File: src/rtl/reg_port_arbiter.sv
// Four-requester arbiter driving one shared register-file write port (RegE/RegFunSel/RegI).
// Define REG_ARB_ROUND_ROBIN_EN for round-robin winner selection; otherwise fixed priority, requester 0 highest.
module reg_port_arbiter #(
   parameter int NREG = 4
) (
   input  logic            Clock,
   input  logic            Reset,
   input  logic [3:0]      Req,
   input  logic [3:0]      Lock,
   input  logic [11:0]     ReqSel,
   input  logic [11:0]     ReqFunSel,
   input  logic [63:0]     ReqData,
   output logic [3:0]      Ack,
   output logic [NREG-1:0] RegE,
   output logic [2:0]      RegFunSel,
   output logic [15:0]     RegI,
   output logic            SelErr,
   output logic            Busy
);

   typedef enum logic [1:0] {
      IDLE   = 2'd0,
      ISSUE  = 2'd1,
      LOCKED = 2'd2
   } state_t;

   localparam logic [3:0] NREG_LIM = 4'(NREG);

   state_t          state_reg, state_next;
   logic [1:0]      owner_reg, owner_next;

   logic [1:0]      win;
   logic            win_valid;
   logic            grant;
   logic [1:0]      grant_id;

   logic [2:0]      sel_arr  [4];
   logic [2:0]      fun_arr  [4];
   logic [15:0]     data_arr [4];
   logic [2:0]      grant_sel;
   logic [2:0]      grant_fun;
   logic [15:0]     grant_data;

   logic [3:0]      ack_reg, ack_next;
   logic [NREG-1:0] reg_e_reg, reg_e_next;
   logic [2:0]      fun_reg, fun_next;
   logic [15:0]     data_reg, data_next;
   logic            sel_err_reg, sel_err_next;
   logic            busy_reg, busy_next;

   generate
      for (genvar gi = 0; gi < 4; gi++) begin : g_unpack
         assign sel_arr[gi]  = ReqSel[3*gi +: 3];
         assign fun_arr[gi]  = ReqFunSel[3*gi +: 3];
         assign data_arr[gi] = ReqData[16*gi +: 16];
      end
   endgenerate

`ifdef REG_ARB_ROUND_ROBIN_EN
   logic [1:0] ptr_reg, ptr_next;
   logic [1:0] cand;

   // Scan offsets downward so the candidate nearest the pointer is the last one written.
   always_comb begin
      win  = ptr_reg;
      cand = ptr_reg;
      for (int i = 3; i >= 0; i--) begin
         cand = ptr_reg + 2'(i);
         if (Req[cand]) begin
            win = cand;
         end
      end
      win_valid = |Req;
   end

   assign ptr_next = grant ? (grant_id + 2'd1) : ptr_reg;

   always_ff @(posedge Clock) begin
      if (Reset) begin
         ptr_reg <= 2'd0;
      end else begin
         ptr_reg <= ptr_next;
      end
   end
`else
   always_comb begin
      win = 2'd0;
      for (int i = 3; i >= 0; i--) begin
         if (Req[i]) begin
            win = 2'(i);
         end
      end
      win_valid = |Req;
   end
`endif

   always_comb begin
      state_next = state_reg;
      owner_next = owner_reg;
      grant      = 1'b0;
      grant_id   = owner_reg;
      case (state_reg)
         IDLE: begin
            if (win_valid) begin
               grant      = 1'b1;
               grant_id   = win;
               owner_next = win;
               state_next = ISSUE;
            end
         end
         ISSUE: begin
            // Requests are ignored here; only the owner's lock decides where to go.
            state_next = Lock[owner_reg] ? LOCKED : IDLE;
         end
         LOCKED: begin
            if (Req[owner_reg]) begin
               grant      = 1'b1;
               grant_id   = owner_reg;
               state_next = ISSUE;
            end else if (!Lock[owner_reg]) begin
               state_next = IDLE;
            end
         end
         default: begin
            state_next = IDLE;
         end
      endcase
   end

   assign grant_sel  = sel_arr[grant_id];
   assign grant_fun  = fun_arr[grant_id];
   assign grant_data = data_arr[grant_id];

   generate
      for (genvar gi = 0; gi < NREG; gi++) begin : g_rege
         assign reg_e_next[gi] = grant && (grant_sel == 3'(gi));
      end
   endgenerate

   // Outputs are computed for the upcoming cycle and registered, so ISSUE sees them directly.
   always_comb begin
      ack_next = 4'b0000;
      if (grant) begin
         ack_next[grant_id] = 1'b1;
      end
      sel_err_next = grant && ({1'b0, grant_sel} >= NREG_LIM);
      fun_next     = grant ? grant_fun  : fun_reg;
      data_next    = grant ? grant_data : data_reg;
      busy_next    = (state_next != IDLE);
   end

   always_ff @(posedge Clock) begin
      if (Reset) begin
         state_reg   <= IDLE;
         owner_reg   <= 2'd0;
         ack_reg     <= 4'b0000;
         reg_e_reg   <= '0;
         fun_reg     <= 3'b000;
         data_reg    <= 16'h0000;
         sel_err_reg <= 1'b0;
         busy_reg    <= 1'b0;
      end else begin
         state_reg   <= state_next;
         owner_reg   <= owner_next;
         ack_reg     <= ack_next;
         reg_e_reg   <= reg_e_next;
         fun_reg     <= fun_next;
         data_reg    <= data_next;
         sel_err_reg <= sel_err_next;
         busy_reg    <= busy_next;
      end
   end

   assign Ack       = ack_reg;
   assign RegE      = reg_e_reg;
   assign RegFunSel = fun_reg;
   assign RegI      = data_reg;
   assign SelErr    = sel_err_reg;
   assign Busy      = busy_reg;

endmodule

File: config.mk
export PLATFORM = sky130hd
export DESIGN_NAME = reg_port_arbiter
export DESIGN_NICKNAME = d
export VERILOG_FILES = /design/src/rtl/reg_port_arbiter.sv
export SDC_FILE = /design/constraint.sdc
export NUM_CORES = 1
export LEC_CHECK = 0
export ABC_CLOCK_PERIOD_IN_PS = 5450
export BUFFER_PORTS_ARGS = -buffer_cell sky130_fd_sc_hd__buf_4
export CAP_MARGIN = 0
export CORE_ASPECT_RATIO = 0.75
export CORE_MARGIN = 8
export CORE_UTILIZATION = 46
export DETAILED_ROUTE_END_ITERATION = 12
export GPL_ROUTABILITY_DRIVEN = 0
export PLACE_DENSITY = 0.86
export SKIP_CTS_REPAIR_TIMING = 1
export SYNTH_ARGS = -nofsm -noshare
export SYNTH_HDL_FRONTEND = slang
export SYNTH_SLANG_ARGS = --single-unit
File: constraint.sdc
create_clock -name Clock -period 5.45 [get_ports Clock]
set_clock_uncertainty 0.2 [all_clocks]
set_input_delay 1.635 -clock Clock [delete_from_list [all_inputs] [get_ports Clock]]
set_output_delay 1.635 -clock Clock [all_outputs]
set_load 0.03 [all_outputs]
# Word-level counts from Yosys, hierarchy flattened

Cells that the tools add are included.

Bits of input ports: 98
Logic and storage cells: 60
Output and inout bits: 29
Register bits after elaboration: 33
Memory bits (writable): 0
Bits in latches: 0
ROM bits: 0
Memories: 0

$mul: 0
Div/mod/pow operators: 0
Multiplexer cells: 29
Bitwise logic cells: 2
Shift-type cells: 0
$add $sub $neg: 0
Reductions and logical operators: 11
Order comparisons: 5
Equality and inequality tests: 5

Operators with widths:

| kind               | number |
|---|---|
| $bmux 16 s2        | 1 |
| $mux 16            | 2 |
| $mux 2             | 10 |
| $bmux 3 s2         | 2 |
| $mux 3             | 4 |
| $eq 3x2->1 const B | 2 |
| $ge 3x3->1 const B | 2 |
| $logic_and 1x1->1  | 6 |
| $lt 2x3->1 const B | 2 |
| $pmux 2 s3         | 1 |
| $mux 1             | 5 |
| $bmux 1 s2         | 2 |
| $reduce_or 4->1    | 1 |
| $eq 3x1->1 const B | 1 |
| $logic_not 3->1    | 1 |
| $not 2->3          | 1 |
| $demux 1 s2        | 1 |
| $eq 2x1->1 const B | 1 |
| $eq 2x2->1 const B | 1 |
| $ge 2x1->1 const B | 1 |
| $logic_not 2->1    | 1 |
| $pmux 1 s2         | 1 |
| $reduce_bool 2->1  | 1 |
| $reduce_or 2->1    | 1 |
| $not 1->1          | 1 |

# Depth between registers and ports, before layout

Depth in word-level cells: 12
Mapped depth: 8
Gate-level depth less buffers: 6

# Worst setup path after synthesis

Ideal clock, no wire load.

Path kind: input port to flip-flop
From: input port Req[2]
To: register reg_e_reg[0], in the netlist RegE[0]
Buffers on the path: 0
Arrival: 2937 ps
Required time: 5135 ps
Stages: 5
Setup time: 115 ps
Slack: 2198 ps
Path through: or2_2 a21o_1 nand2_1 mux4_2 and2_1

Word-level cells in the longest chain between the ends: 11
Elaborated cells on any way between the ends: 17
Those cells by class: 13 x mux; 1 x bitwise; 3 x reduce/logical

RTL lines:

| what                                      | line | RTL |
|---|---|---|
| start: declaration                        | 8    | `input logic [3:0] Req,` |
| $mux 2 (3 in a row)                       | 89   | `if (Req[i]) begin` |
| $mux 2                                    | 104  | `if (win_valid) begin` |
| $mux 2                                    | --   |  |
| $not 2->3 (not written as such)           | 130  | `assign grant_sel = sel_arr[grant_id];` |
| $bmux 3 s2                                | 130  |  |
| $mux 3 (not written as such) (2 in a row) | 130  |  |
| $logic_not 3->1                           | 136  | `assign reg_e_next[gi] = grant && (grant_sel == 3'(gi));` |
| $logic_and 1x1->1 *                       | 136  |  |
| end signal: assignment                    | 166  | `reg_e_reg <= reg_e_next;` |
| end: declaration                          | 45   | `logic [NREG-1:0] reg_e_reg, reg_e_next;` |

Every way passes the cells marked *; elsewhere a longest branch is shown, timed or not. The select of a mux whose other input is x is not followed.
A chain may end at the register's enable or synchronous reset.

# Worst setup path after layout

From: input port Req[2]
To: register data_reg[12], in the netlist RegI[12]

Word-level cells in the longest chain between the ends: 9
Elaborated cells on any way between the ends: 15
Those cells by class: 13 x mux; 1 x bitwise; 1 x reduce/logical

RTL lines:

| what                                       | line | RTL |
|---|---|---|
| $mux 2 (3 in a row)                        | 89   |  |
| $mux 2                                     | 104  |  |
| $mux 2                                     | --   |  |
| $not 2->3 (not written as such)            | 132  | `assign grant_data = data_arr[grant_id];` |
| $bmux 16 s2                                | 132  |  |
| $mux 16 (not written as such) (2 in a row) | 132  |  |
| end signal: assignment                     | 168  | `data_reg <= data_next;` |
| end: declaration                           | 47   | `logic [15:0] data_reg, data_next;` |

Parallel ways exist; a longest one is shown, timed or not. The select of a mux whose other input is x is not followed.

==> impl_results.md <==
* Outcome: complete, no violations
* Fin crit period at 3.63 ns
* Final Max Tran Viols at 0
* Pint at 0.000577 W
* Crit path max-delay cell type: a2111oi_4
* Critical Path End Type: flip-flop
* Critical path's largest stage delay at 0.90 ns
* Grt total ovfl at 0
* WL per Instance at 16.9 um
* Leakage power at 1.49 nW
* Initial core utilization at 48.7%
* Post-Syn Nets at 330
* Die X-Extent at 92.3 um
* Routed Antenna Nets at 0
* Clock latency on the worst-skew pair at 0.29 ns
* DRC viols at 0
* Vias in the first global route at 2359
* Max FO, Critical Path at 19
* CTS tree: yes
* P per Cell Area at 283 mW/mm2
* Crit path max-delay family: compound AO/OA/AOI/OAI gates
* Yosys cell types at 36
* Tightest Hold Check Type: flip-flop to flip-flop
* Final Hold Viols at 0
* Worst path required time at 5.46 ns
* Tot GR Track Use at 20.5%
* Mapped Avg Cell Area at 8.67 um2
* Area Growth Syn to Fin at 53.1%
* Most frequent cells in the layout: buf_4, dfxtp_1, nand2_1
* Initial antenna violation count at 0
* Setup repair after global routing missed its margin: false
* Dpl hpwl at 5390 um
* Vias at 2242
* Clk root buf: clkbuf_8
* Max VDD drop at 0.000151 V
* Max Fclk at 275 MHz
* IO Pins at 127
* Vias/cell at 5.51
* Max-Cap Viols at 0
* Post-synthesis cell area at 0.00201 mm2
* First-pass GRT wire length at 11200 um
* Met3 routed WL at 781 um
* Largest net degree at the start of global routing at 41
* Sequential power share at 33.8%
* Top Metal Used: met4
* Setup violators final at 0
* Cell row count at 20
* Fin util at 74.5%
* Nets at 449
* Area fraction of the dominant cell type after synthesis at 32.9%
* Post-Place Cells at 399
* Cells after Synth at 232
* Synth area leaders: dfxtp_1, mux2i_1, a21boi_0
* CP Launch Type: input port
* H-tree depth at 2
* PortBufs at 126
* Share of cells above drive strength 1 at 42.6%
* Final Power at 0.000871 W
* Met1 Wirelength at 2870 um
* Drt initial violations at 161
* Post-Layout Cell Count at 407
* Synthesis-stage register bit count at 33
* Switch share at 33.7%
* Clk slew on worst S/H paths at 0.07 ns
* Post-synth top area cell: dfxtp_1
* Psw at 0.000293 W
* Clock sink count at 33
* Synth warn at 0
* Final setup TNS at 0 ns
* Combinational Power Share at 39.0%
* Sequential fraction of the synthesis area at 32.9%
* Slew headroom at 33.1%
* Commonest non-fill, non-tap cell in the layout: buf_4
* Core box area at 0.00413 mm2
* Final period utilization at 66.6%
* Met2 WL post-DR at 3190 um
* First drt pass iteration count at 4
* Worst-Margin Slew at 1.00 ns
* Crit path DAT at 3.64 ns
* Path type of the worst setup path: input port to flip-flop
* N_diodes at 0
* Max reg flops at 16
* TritonCTS Buffers at 5
* CTS max path bufs at 2
* Die Height at 73.3 um
* Die area at 0.00676 mm2
* Routed wire length at 6890 um
* CP bufs+invs at 1
* Clock share of power at 27.2%
* Worst-path cell chain: buf_4 -> or2_2 -> a21o_1 -> a2111oi_4 -> o21ai_0 -> o211ai_1
## final timing paths
| kind | start | endpoint | slack [ns] | cells past startpoint |
|---|---|---|---|---|
| worst max-delay path | Req[2] | RegI[12] | 1.82 | 6 |
| worst max register to register | state_reg[0] | RegI[12] | 2.82 | 5 |
| worst min-delay path | RegI[14] | RegI[14] | 0.29 | 2 |
| worst min register to register | RegI[14] | RegI[14] | 0.29 | 2 |
## cell families (layout without fill, tap and decap cells)
family                 after synthesis  in the layout  share of synthesized area, %
AO/OA/AOI/OAI                       74             74                          25.5
buffers and inverters               19            139                          4.67
flip-flops                          33             33                          32.9
multiplexers                        26             26                          16.3
AND/OR/NAND/NOR                     80             80                          20.7
## area by class of cell
cell class                 instances  area (um2)
tap                               55        68.8
clock buffer                       7        86.3
inverter                           3        11.3
timing repair buffer             128         961
sequential                        33         661
clock inverter                     1        30.0
fill                             327        1050
multi-input combinational        180        1260
## power groups by stage
stage                     Clock (W)  Combinational [W]  Sequential, W
final                      0.000237           0.000340       0.000295
after global routing       0.000249           0.000368       0.000298
after CTS                  0.000238           0.000342       0.000294
after detailed placement          0           0.000341       0.000299
after global placement            0           0.000335       0.000297
after floorplan                   0           0.000147       0.000356
## per-stage QoR
stage	instance area, um2	worst slack, ns	hold WS, ns
CTS	3080	1.87	0.290
floorplan	2010	2.20	0.308
global placement	2960	1.63	0.264
detailed placement	2960	1.58	0.273
global route	3080	1.73	0.308
finish	3080	1.82	0.287
## metal layers
layer  track usage, %  up-vias
li1                 -     1098
met5                0        -
met1             22.6     1033
met2             34.1      107
met3             10.3        4
met4             5.87        0
## worst reg2reg max path: cells and delay by family (launching register included)
family,cells,cell delay (ns)
AO/OA/AOI/OAI,4,1.69
flip-flops,1,0.36
AND/OR/NAND/NOR,1,0.30
## Yosys cell counts
cell       number
dfxtp_1        33
nand2_1        23
o21ai_0        22
and3_1         20
mux2i_1        20
a21boi_0       19
o211ai_1       19
nor2_1         12
clkbuf_1        8
nor3_1          8
a21oi_1         4
buf_2           4
mux4_2          4
and2_1          3
or3_1           3
a21o_1          2
buf_6           2
clkbuf_2        2
inv_1           2
nand2b_1        2
nor4b_1         2
o21ai_1         2
o32ai_1         2
or2_2           2
a2111oi_0       1
a2111oi_4       1
a21o_2          1
inv_2           1
mux2_2          1
mux4_1          1
nand2_2         1
nand2_4         1
nor2b_1         1
nor2b_2         1
o21ba_2         1
or2_1           1
(Power assumes the default switching activity.)
